===== config.mk =====
export PLATFORM = sky130hd
export DESIGN_NAME = demux4way16_stream
export DESIGN_NICKNAME = d
export VERILOG_FILES = /design/src/rtl/demux4way16_stream.sv
export SDC_FILE = /design/constraint.sdc
export NUM_CORES = 1
export LEC_CHECK = 0
export CAP_MARGIN = 5
export CORE_ASPECT_RATIO = 1.1
export CORE_MARGIN = 2
export CORE_UTILIZATION = 55
export DETAILED_ROUTE_END_ITERATION = 10
export GPL_TIMING_DRIVEN = 1
export PLACE_DENSITY = 0.77
export SKIP_LAST_GASP = 1
export SLEW_MARGIN = 20
export SYNTH_ARGS = -nofsm -noshare
export SYNTH_HDL_FRONTEND = slang
export SYNTH_SLANG_ARGS = --single-unit

===== constraint.sdc =====
create_clock -name clk -period 10.58 [get_ports clk]
set_input_delay 3.174 -clock clk [delete_from_list [all_inputs] [get_ports clk]]
set_output_delay 3.174 -clock clk [all_outputs]
set_load 0.01 [all_outputs]

===== src/rtl/demux4way16_stream.sv =====
// demux4way16_stream: one input stream steered by in_sel into four
// independently drained lanes, each backed by a small FIFO.

// Per-lane FIFO: registered head, occupancy-based valid/full flags.
module demux4way16_lane #(
  parameter int WIDTH = 16,
  parameter int DEPTH = 2
) (
  input  logic             clk,
  input  logic             reset,
  input  logic             push,
  input  logic [WIDTH-1:0] wr_data,
  input  logic             rd_en,
  output logic [WIDTH-1:0] head,
  output logic             valid,
  output logic             full
);
  localparam int AW = (DEPTH > 1) ? $clog2(DEPTH) : 1;

  logic [DEPTH-1:0][WIDTH-1:0] mem_q, mem_d;
  logic [AW-1:0]               rd_ptr_q, rd_ptr_d, wr_ptr_q, wr_ptr_d;
  logic [AW:0]                 count_q, count_d;
  logic                        pop;

  assign valid = (count_q != '0);
  assign full  = (count_q == (AW+1)'(DEPTH));
  // A pop needs a word present; out_ready on an empty lane does nothing.
  assign pop   = valid && rd_en;
  // Head comes straight from storage, forced to zero while the lane is empty.
  assign head  = valid ? mem_q[rd_ptr_q] : '0;

  // Next-state for storage, pointers (wrap mod DEPTH) and occupancy.
  always_comb begin
    mem_d    = mem_q;
    wr_ptr_d = wr_ptr_q;
    rd_ptr_d = rd_ptr_q;
    count_d  = count_q;
    if (push) begin
      mem_d[wr_ptr_q] = wr_data;
      wr_ptr_d        = wr_ptr_q + AW'(1);
    end
    if (pop) rd_ptr_d = rd_ptr_q + AW'(1);
    case ({push, pop})
      2'b10:   count_d = count_q + (AW+1)'(1);
      2'b01:   count_d = count_q - (AW+1)'(1);
      default: count_d = count_q;
    endcase
  end

  // Lane state; reset discards every buffered word at once.
  always_ff @(posedge clk or posedge reset) begin
    if (reset) begin
      mem_q    <= '0;
      wr_ptr_q <= '0;
      rd_ptr_q <= '0;
      count_q  <= '0;
    end else begin
      mem_q    <= mem_d;
      wr_ptr_q <= wr_ptr_d;
      rd_ptr_q <= rd_ptr_d;
      count_q  <= count_d;
    end
  end
endmodule

module demux4way16_stream #(
  parameter int WIDTH = 16,
  parameter int DEPTH = 2
) (
  input  logic               clk,
  input  logic               reset,
  input  logic [WIDTH-1:0]   in_data,
  input  logic [1:0]         in_sel,
  input  logic               in_valid,
  output logic               in_ready,
  output logic [4*WIDTH-1:0] out_data,
  output logic [3:0]         out_valid,
  input  logic [3:0]         out_ready,
  output logic [15:0]        routed_count
);
  logic [3:0]            full;
  logic [3:0]            push;
  logic [3:0][WIDTH-1:0] head;
  logic                  accept;
  logic [15:0]           routed_count_q, routed_count_d;

  // Ready looks only at the selected lane's registered fullness, so a
  // same-cycle pop on a full lane never opens it (no pass-through).
  assign in_ready = !reset && !full[in_sel];
  assign accept   = in_valid && in_ready;

  // Steer an accepted word to the selected lane only.
  always_comb begin
    push = '0;
    if (accept) push[in_sel] = 1'b1;
  end

  for (genvar i = 0; i < 4; i++) begin : g_lane
    demux4way16_lane #(.WIDTH(WIDTH), .DEPTH(DEPTH)) u_lane (
      .clk     (clk),
      .reset   (reset),
      .push    (push[i]),
      .wr_data (in_data),
      .rd_en   (out_ready[i]),
      .head    (head[i]),
      .valid   (out_valid[i]),
      .full    (full[i])
    );
  end

  // Lane i lands in bits [i*WIDTH +: WIDTH] of the packed head array.
  assign out_data = head;

  // Accepted-word counter, wraps naturally at 16 bits.
  always_comb routed_count_d = routed_count_q + (accept ? 16'd1 : 16'd0);

  // Counter register.
  always_ff @(posedge clk or posedge reset) begin
    if (reset) routed_count_q <= '0;
    else       routed_count_q <= routed_count_d;
  end

  assign routed_count = routed_count_q;
endmodule


==> metrics <==
run status=finished, final reports clean; total number of cells along the worst setup path=4; required time worst endpoint=7.41 ns; final core utilization=0.6908; Congestion Overflow GR=0; Crit. Startpoint=in_sel[0]; number of distinct library cells after synthesis=26; crit start category=input port; top-count cell post-synth=sky130_fd_sc_hd__dfrtp_1; vertical extent of the die=124.7 µm; maximum resistive drop on vdd=0.1791 mV; CTS Buf Count=17; Post-CTS Resized=0; final weighted congestion of routability-driven global placement=0.8276; count of mapped cells out of synthesis=550; global-route usage over all layers=0.2219; CP delay by family, top=buffers and inverters; maximum number of pins on one net before global-route repair=104; share of the clock period used by the worst path after layout=0.7659; Max stage delay on crit path=0.56 ns; final worst clock skew=0.008260 ns; routed length per instance=17.95 µm; clock sink count=160; worst min-delay path class=reg -> reg; cell at the slowest stage of the critical path=sky130_fd_sc_hd__clkdlybuf4s50_1; most prevalent standard cell on the critical path=sky130_fd_sc_hd__clkdlybuf4s50_1; TritonCTS clock tree=yes; number of warnings reported in the yosys synthesis log=0; hold violation total from the final report=0; maximum capacitance violations=0; io pins=110; hold path cells=1; ratio of routed vias to standard cells=5.475; worst setup slack after layout=2.477 ns; netlist area before placement=7288 µm²; Final TNS setup=0 ns; Final Max Tran Viols=0; post-synthesis net count=581; startpoint of the tightest hold check path=routed_count[15]$_DFF_PP0_; RSZ-0062 raised after global routing=false; number of storage elements in the synthesis netlist=160; number of diodes added for antenna fixing=0; proportion of synthesized flip-flops having asynchronous set or reset=1.000; maximum buffer depth of the clock tree=2; final worst path period need=8.103 ns; power density cells=320.8 nW/µm²; number of antenna violations at the first check in global routing=0; cells taking the most area after synthesis=sky130_fd_sc_hd__dfrtp_1 (55%), sky130_fd_sc_hd__mux2_2 (17%), sky130_fd_sc_hd__mux2i_1 (8.8%), sky130_fd_sc_hd__mux2_4 (4.1%), sky130_fd_sc_hd__nor2_1 (4.1%); placement row count=44; level count of the clock H-tree=4; area overhead of the layout relative to synthesis=23.67%; number of buffers and inverters on the critical path=2; critical register-to-register path startpoint=g_lane[2].u_lane.count_q[1]$_DFFE_PP0P_; number of nets with antenna violations after routing=0; CTS hold repair buffers=0; area enclosed by the die boundary=14190 µm²; fraction of final layout cells with drive strength greater than 1=0.2504; FF-to-FF path depth=4; clock transition time at the flip-flop clock pins of the worst setup and hold paths=0.05 ns; synthesized area per cell=13.25 µm²; Least-Margin Pin Slew=0.9719 ns; Filler Cell Count=974; Achievable Freq=123.4 MHz; share of the synthesized area in the top cell type=0.5494; crit path DAT=4.93 ns; proportion of synthesized chip area in sequential cells=0.5494; worst-path cell chain=clkdlybuf4s50_1, mux4_2, nor2_1, clkdlybuf4s50_1; tightest hold margin=0.4705 ns; Post-synth EDFFs=0; Post-layout nets=686; worst-skew pair later-pin latency=0.43 ns; first-pass GRT wire length=24.41 mm; number of post-CTS setup repair buffers=0; Worst slew margin=0.3521; area of the core=13050 µm²; total iterations of the first detailed-routing run=4; Root Driver=sky130_fd_sc_hd__clkbuf_16; DRC violation count after routing=0; Port Buf Inserts=109; pre-CTS setup slack=2.470 ns; class of the most critical setup path=in -> out; total wire length after detailed routing=14.86 mm; element type at the critical path end=output pin; initial core utilization=0.5586; count of routing violations after the opening detailed-route iteration=277; width of the die=113.8 µm; vias after detailed routing=4533; leakage power of the design=4.189 nW; half-perimeter wire length after placement=10.07 mm; crit path max fanout=5; dominant cell type by area after synthesis=sky130_fd_sc_hd__dfrtp_1; final setup vio count=0; most instantiated cells after synthesis=sky130_fd_sc_hd__dfrtp_1 (160), sky130_fd_sc_hd__mux2_2 (108), sky130_fd_sc_hd__nor2_1 (79); prevailing post-synth register cell=sky130_fd_sc_hd__dfrtp_1; via count of the first global-routing pass=4859
==> registers in the layout (all words and copies together) (netlist names) <==
signal,count
g_lane.u_lane.count_q,8
g_lane.u_lane.mem_q,128
g_lane.u_lane.rd_ptr_q,4
g_lane.u_lane.wr_ptr_q,4
routed_count,16
==> worst paths after layout <==
check / endpoint / slack [ns]
max: in_ready / 2.48
min: routed_count[15]$_DFF_PP0_ / 0.47
max reg2reg: g_lane[2].u_lane.mem_q[13]$_DFFE_PP0P_ / 8.09
min reg2reg: routed_count[15]$_DFF_PP0_ / 0.47
max in group asynchronous: g_lane[0].u_lane.mem_q[23]$_DFFE_PP0P_ / 5.91
min in group asynchronous: g_lane[1].u_lane.mem_q[28]$_DFFE_PP0P_ / 3.40
==> cells by family after synthesis <==
kind of cell	Yosys count	share of synthesized area
xor+xnor	34	0.04086
fa+ha+maj	6	0.01030
buf+inv	37	0.02609
flops	160	0.5494
mux	193	0.2991
simple gates	120	0.07433
==> report_power, final <==
group | internal [W] | total [W] | switching, W
Combinational | 0.000733 | 0.00120 | 0.000468
Sequential | 0.000892 | 0.00112 | 0.000229
Clock | 0.000338 | 0.000569 | 0.000231
Total | 0.00196 | 0.00289 | 0.000928
==> layout by cell type (no fill, tap or decap), drive strengths merged, types with 9 or more instances in the layout <==
cell	Yosys	routed
clkbuf	14	24
clkdlybuf4s50	0	109
dfrtp	160	160
inv	9	9
mux2	128	128
mux2i	64	64
nor2	81	81
xnor2	19	19
xor2	15	15
==> cell type report <==
cell class | count | area (µm²) | share of cell area
Clock inverter | 7 | 60.06 | 0.006663
Clock buffer | 24 | 481.7 | 0.05344
Timing Repair Buffer | 114 | 1129 | 0.1252
Sequential cell | 160 | 4004 | 0.4442
Multi-Input combinational cell | 353 | 3099 | 0.3438
Tap cell | 161 | 201.4 | 0.02235
Inverter | 9 | 38.79 | 0.004303
==> worst register-to-register path: stages (launching register included) <==
cell                      delay (ns)
sky130_fd_sc_hd__dfrtp_1        0.41
sky130_fd_sc_hd__nor2b_1        0.16
sky130_fd_sc_hd__or4b_1         0.64
sky130_fd_sc_hd__nor2_2         0.74
sky130_fd_sc_hd__mux2_2         0.42
==> metal layers <==
| metal | global-route usage | wire length (µm) | vias up |
|---|---|---|---|
| met2 | 0.3737 | 7625 | 100 |
| met5 | 0 | 0 | - |
| met3 | 0.04526 | 472 | 27 |
| met4 | 0.08967 | 323 | 0 |
| met1 | 0.2800 | 6439 | 2310 |
| li1 | - | - | 2096 |
==> metrics by stage <==
stage	instance area, µm²	total power, W	cells
finish	9014	0.002892	828
global route	9014	0.003069	828
floorplan	7288	0.001782	550
global placement	8467	0.002286	797
CTS	9009	0.002921	828
detailed placement	8467	0.002338	797
Power figures use the tool's default switching activity.
